--- src/rtl/lane_sched_pkg.sv ---
// Shared types, constants and the lane period function for the lane scheduler.
// Lane 0 drives display row 1 through lane 6 on row 13.
package lane_sched_pkg;

  localparam int NUM_LANES  = 7;
  localparam int CNT_W      = 10;
  localparam int LVL_W      = 3;
  localparam int MAX_LEVEL  = 7;
  localparam int SPEEDUP    = 50;
  localparam int MIN_PERIOD = 50;
  localparam int CALC_W     = CNT_W + LVL_W + 1;

  typedef enum logic [1:0] {
    IDLE = 2'd0,
    RUN  = 2'd1,
    HOLD = 2'd2
  } state_e;

  localparam logic [CNT_W-1:0] BASE_PERIOD [NUM_LANES] =
    '{10'd600, 10'd500, 10'd400, 10'd300, 10'd200, 10'd100, 10'd700};

  // Widened so base - level*SPEEDUP cannot wrap; the floor is applied before narrowing.
  function automatic logic [CNT_W-1:0] lane_period(input int unsigned lane,
                                                   input logic [LVL_W-1:0] lvl);
    logic [CALC_W-1:0] base;
    logic [CALC_W-1:0] cut;
    logic [CALC_W-1:0] floor_v;
    logic [CALC_W-1:0] result;
    base    = CALC_W'(BASE_PERIOD[lane]);
    cut     = CALC_W'(lvl) * CALC_W'(SPEEDUP);
    floor_v = CALC_W'(MIN_PERIOD);
    if (base >= cut + floor_v) result = base - cut;
    else                       result = floor_v;
    return result[CNT_W-1:0];
  endfunction

endpackage

--- src/rtl/lane_timer.sv ---
// Per-lane down-counter: issues a registered one-cycle step every load_val cycles
// while enabled; load restarts the count without stepping.
module lane_timer
  import lane_sched_pkg::*;
(
  input  logic             clk,
  input  logic             reset,
  input  logic             load,
  input  logic [CNT_W-1:0] load_val,
  input  logic             enable,
  output logic             step
);

  logic [CNT_W-1:0] cnt_q, cnt_d;
  logic             step_q, step_d;

  // NOTE: every output of this block gets a default first, so no path leaves a latch.
  always_comb begin
    cnt_d  = cnt_q;
    step_d = 1'b0;
    if (load) begin
      cnt_d = load_val;
    end else if (enable) begin
      if (cnt_q == CNT_W'(1)) begin
        cnt_d  = load_val;
        step_d = 1'b1;
      end else begin
        cnt_d = cnt_q - CNT_W'(1);
      end
    end
  end

  // NOTE: state is updated with non-blocking assignments so all flops see pre-edge values.
  always_ff @(posedge clk or negedge reset) begin
    if (!reset) begin
      cnt_q  <= '0;
      step_q <= 1'b0;
    end else begin
      cnt_q  <= cnt_d;
      step_q <= step_d;
    end
  end

  assign step = step_q;

endmodule

--- src/rtl/lane_scheduler.sv ---
// Game-state FSM and difficulty level for the road-crossing car lanes; fans out
// load/enable to one lane_timer per lane.
module lane_scheduler
  import lane_sched_pkg::*;
(
  input  logic                 clk,
  input  logic                 reset,
  input  logic                 start,
  input  logic                 lost,
  input  logic                 level_up,
  output logic [NUM_LANES-1:0] step,
  output logic [1:0]           state,
  output logic [LVL_W-1:0]     level,
  output logic                 running
);

  state_e           state_q, state_d;
  logic [LVL_W-1:0] level_q, level_d;
  logic             lane_load;
  logic             lane_en;

  always_comb begin
    state_d   = state_q;
    level_d   = level_q;
    lane_load = 1'b0;
    lane_en   = 1'b0;
    case (state_q)
      IDLE, HOLD: begin
        if (start) begin
          state_d   = RUN;
          level_d   = '0;
          lane_load = 1'b1;
        end
      end
      RUN: begin
        // lost outranks level_up; frozen counters simply see neither load nor enable.
        if (lost) begin
          state_d = HOLD;
        end else if (level_up) begin
          if (level_q != LVL_W'(MAX_LEVEL)) level_d = level_q + LVL_W'(1);
          lane_load = 1'b1;
        end else begin
          lane_en = 1'b1;
        end
      end
      default: state_d = IDLE;
    endcase
  end

  always_ff @(posedge clk or negedge reset) begin
    if (!reset) begin
      state_q <= IDLE;
      level_q <= '0;
    end else begin
      state_q <= state_d;
      level_q <= level_d;
    end
  end

  // level_d equals level_q except on a load, so one reload value serves both cases.
  for (genvar i = 0; i < NUM_LANES; i++) begin : g_lane
    logic [CNT_W-1:0] reload_val;
    assign reload_val = lane_period(i, level_d);

    lane_timer u_lane_timer (
      .clk      (clk),
      .reset    (reset),
      .load     (lane_load),
      .load_val (reload_val),
      .enable   (lane_en),
      .step     (step[i])
    );
  end

  assign state   = state_q;
  assign level   = level_q;
  assign running = (state_q == RUN);

endmodule

--- config.mk ---
export PLATFORM = sky130hd
export DESIGN_NAME = lane_scheduler
export DESIGN_NICKNAME = d
export VERILOG_FILES = /design/src/rtl/lane_sched_pkg.sv /design/src/rtl/lane_timer.sv /design/src/rtl/lane_scheduler.sv
export SDC_FILE = /design/constraint.sdc
export NUM_CORES = 1
export LEC_CHECK = 0
export ABC_AREA = 0
export BUFFER_PORTS_ARGS = -buffer_cell sky130_fd_sc_hd__clkbuf_2
export CORE_AREA = 2 2 109 111
export CTS_CLUSTER_DIAMETER = 100
export CTS_CLUSTER_SIZE = 14
export DETAILED_ROUTE_END_ITERATION = 10
export DIE_AREA = 0 0 111 113
export PLACE_DENSITY = 0.89
export SLEW_MARGIN = 20
export SYNTH_ARGS = -nofsm -noshare
export SYNTH_HDL_FRONTEND = slang
export SYNTH_HIERARCHICAL = 1
export SYNTH_SLANG_ARGS = --single-unit
--- constraint.sdc ---
create_clock -name clk -period 6.2 [get_ports clk]
set_input_delay 0.62 -clock clk [delete_from_list [all_inputs] [get_ports clk]]
set_output_delay 0.62 -clock clk [all_outputs]
set_load 0.01 [all_outputs]
==> metrics.csv <==
metric,value,unit
status,finished clean,
Slew @ Worst Pin,0.951,ns
Synth top area share,26.9,%
fin util,70.6,%
worst hold margin,0.252,ns
Tot Pwr,3.04,mW
CTS buffer count,9,
CP cell instances,ha_1 > and2_1 > nor3_2 > nor2_4 > inv_2 > ha_1 > ha_1 > nand3b_1 > xnor2_2 > nand3_2 > a311oi_2 > or2_4 > nor3_1 > o21ai_1 > a2bb2oi_1,
RePlAce Congestion,1.03,
Worst path top cell family by delay,adder cells,
setup TNS,0,ns
Startpoint Class,flip-flop,
# rows,39,
area post-placement,0.00765,sq mm
worst vdd ir,0.327,mV
clock sinks,82,
Fin Clk Skew,0.00991,ns
"Slew Viols, Final",0,
Final WS setup,0.997,ns
post_cts resized,0,
Final Critical Period,5.20,ns
Syn Inst Count,852,
Iter 0 DRT Violations,874,
DR vias,6966,
largest area contributor in the netlist,dfrtp_1,
Die ar.,0.0125,sq mm
HP Class,in -> async,
H-tree lvl count,3,
port bufs,17,
die span in y,113,um
layout cells sized above 1,16.9,%
top post-synthesis cells by count,"dfrtp_1, nand2_1, nor2_1, a21oi_1",
Final Hold Vio Count,0,
first-pass GRT wire length,32600,um
RR Startpoint,level[0],
post-synth design cell area,0.00764,sq mm
largest net degree at the start of global routing,92,
antenna violations before repair,0,
TritonRoute pass-1 iters,6,
ys flop type,dfrtp_1,
CP max stage delay,0.94,ns
unrepaired setup endpoints after global routing,false,
final global-route overflow total,0,
Leakage Power,2.97,nW
Critical Path End Type,flip-flop,
most numerous cell in the Yosys netlist,dfrtp_1,
IO Pins,18,
diodes inserted,0,
Slew HR,36.6,%
wire per inst,19.7,um
non-filler instance count after layout,988,
placed cells,973,
fin crit share,83.9,%
Core ar.,0.0113,sq mm
Buf/Inv on CP,1,
# DRC,0,
vias in the first global route,6738,
final setup fails,0,
CP dominant cell by count,ha_1,
Synth area leaders,"dfrtp_1, ha_1, nand2_1",
Final Cell Area,0.00795,sq mm
CP Class,reg -> reg,
crit-path max FO,25,
Synth Warn #,6,
Skew-Pair Late Insertion Delay,0.35,ns
Critical Path RT,6.42,ns
"worst slack, placed",1.16,ns
fmax,192,MHz
register bit total from synthesis,82,
clock-pin slew on the worst setup and hold paths,0.06,ns
dpl hpwl,13300,um
average size of a mapped cell,8.97,sq um
nets,876,
Die X,111,um
Total GRT Usage,31.1,%
drt via density,7.05,
post-synthesis sequential area ratio,26.9,%
Layout area overhead,4.13,%
postcts setup bufs,0,
post-synthesis cell type count,98,
crit path DAT,5.43,ns
P per Cell Area,383,mW/mm^2
Starting Density,67.8,%
"Async S/R FF share, synth",100,%
DRT Wirelength,19500,um
Worst Setup SP,level[0],
number of max-cap violations,0,
Post-synth EDFFs,0,
slowest CP cell,ha_1,
Root Buffer,clkbuf_16,
hold buffer count at CTS,0,
CTS tree,yes,
Antenna Nets Post-Route,0,
Longest Clk Path Bufs,2,
## registers in the layout, summed over array words and instances, names as in the netlist
signal,cells
g_lane.u_lane_timer/cnt_q,70
g_lane.u_lane_timer/step,7
level,3
state,2
## placed cells by master, fill, tap and decap left out, types with 9 or more instances in the layout
cell type and count:
nand2_1 75, clkbuf_16 9, mux2i_1 14, nor2_1 64
o21ai_0 28, ha_1 30, o211ai_1 23, nand3_1 34
o21ai_1 9, o22a_1 21, dfrtp_1 82, xnor2_1 21
clkbuf_2 16, a31oi_1 11, nor3_2 9, inv_1 34
nor3b_1 14, nor2b_1 14, a211oi_1 11, a41oi_1 9
a2bb2oi_1 14, a21oi_1 42, or3_1 13, nor3_1 25
o2111ai_1 10, a311oi_2 9
## report_power, final
part,switching (mW),total [mW],internal (mW)
clock,0.217,0.559,0.342
sequential,0.349,1.08,0.733
combinational,0.807,1.40,0.594
total,1.37,3.04,1.67
## area by class of cell
cell class              count  area [sq um]
clock buffers              13           270
clock inverters             2          35.0
fillers                   847          3320
inverters                  38           143
multi-input cells         687          5140
flip-flops and latches     82          2050
well taps                 143           179
repair buffers             23           133
## per-layer routing
layer | routed length, um | vias up | share of wire (%) | track usage [%]
met5 | 0 | - | 0 | 0
met4 | 703 | 0 | 3.6 | 15.8
met3 | 1220 | 66 | 6.3 | 4.07
met2 | 9160 | 337 | 47 | 51.3
met1 | 8380 | 3346 | 43 | 40.4
li1 | - | 3217 | - | -
## worst register-to-register path: stages (launching register included)
cell and delay (ns):
dfrtp_1 0.56, ha_1 0.37, and2_1 0.28, nor3_2 0.10, nor2_4 0.41, inv_2 0.29
ha_1 0.35, ha_1 0.94, nand3b_1 0.27, xnor2_2 0.30, nand3_2 0.30, a311oi_2 0.41
or2_4 0.21, nor3_1 0.05, o21ai_1 0.14, a2bb2oi_1 0.09
## kinds of logic after synthesis
kind of cell / share of synthesized area [%]
flops: 26.9
compound gates: 28.4
simple gates: 28.4
xor+xnor: 3.06
mux: 2.03
other cells: 0.0491
fa+ha+maj: 4.91
buf+inv: 6.26
## worst paths after layout
| path | to | slack, ns | cells past startpoint |
|---|---|---|---|
| max | g_lane[3].u_lane_timer/cnt_q[6] | 1.0 | 15 |
| min | g_lane[1].u_lane_timer/cnt_q[9] | 0.25 | 1 |
| max reg2reg | g_lane[3].u_lane_timer/cnt_q[6] | 1.0 | 15 |
| min reg2reg | g_lane[1].u_lane_timer/cnt_q[0] | 0.60 | 2 |
| max in group asynchronous | g_lane[3].u_lane_timer/cnt_q[4] | 4.95 | 2 |
| min in group clk | state[0] | 0.54 | 2 |
Power figures use the tool's default switching activity.
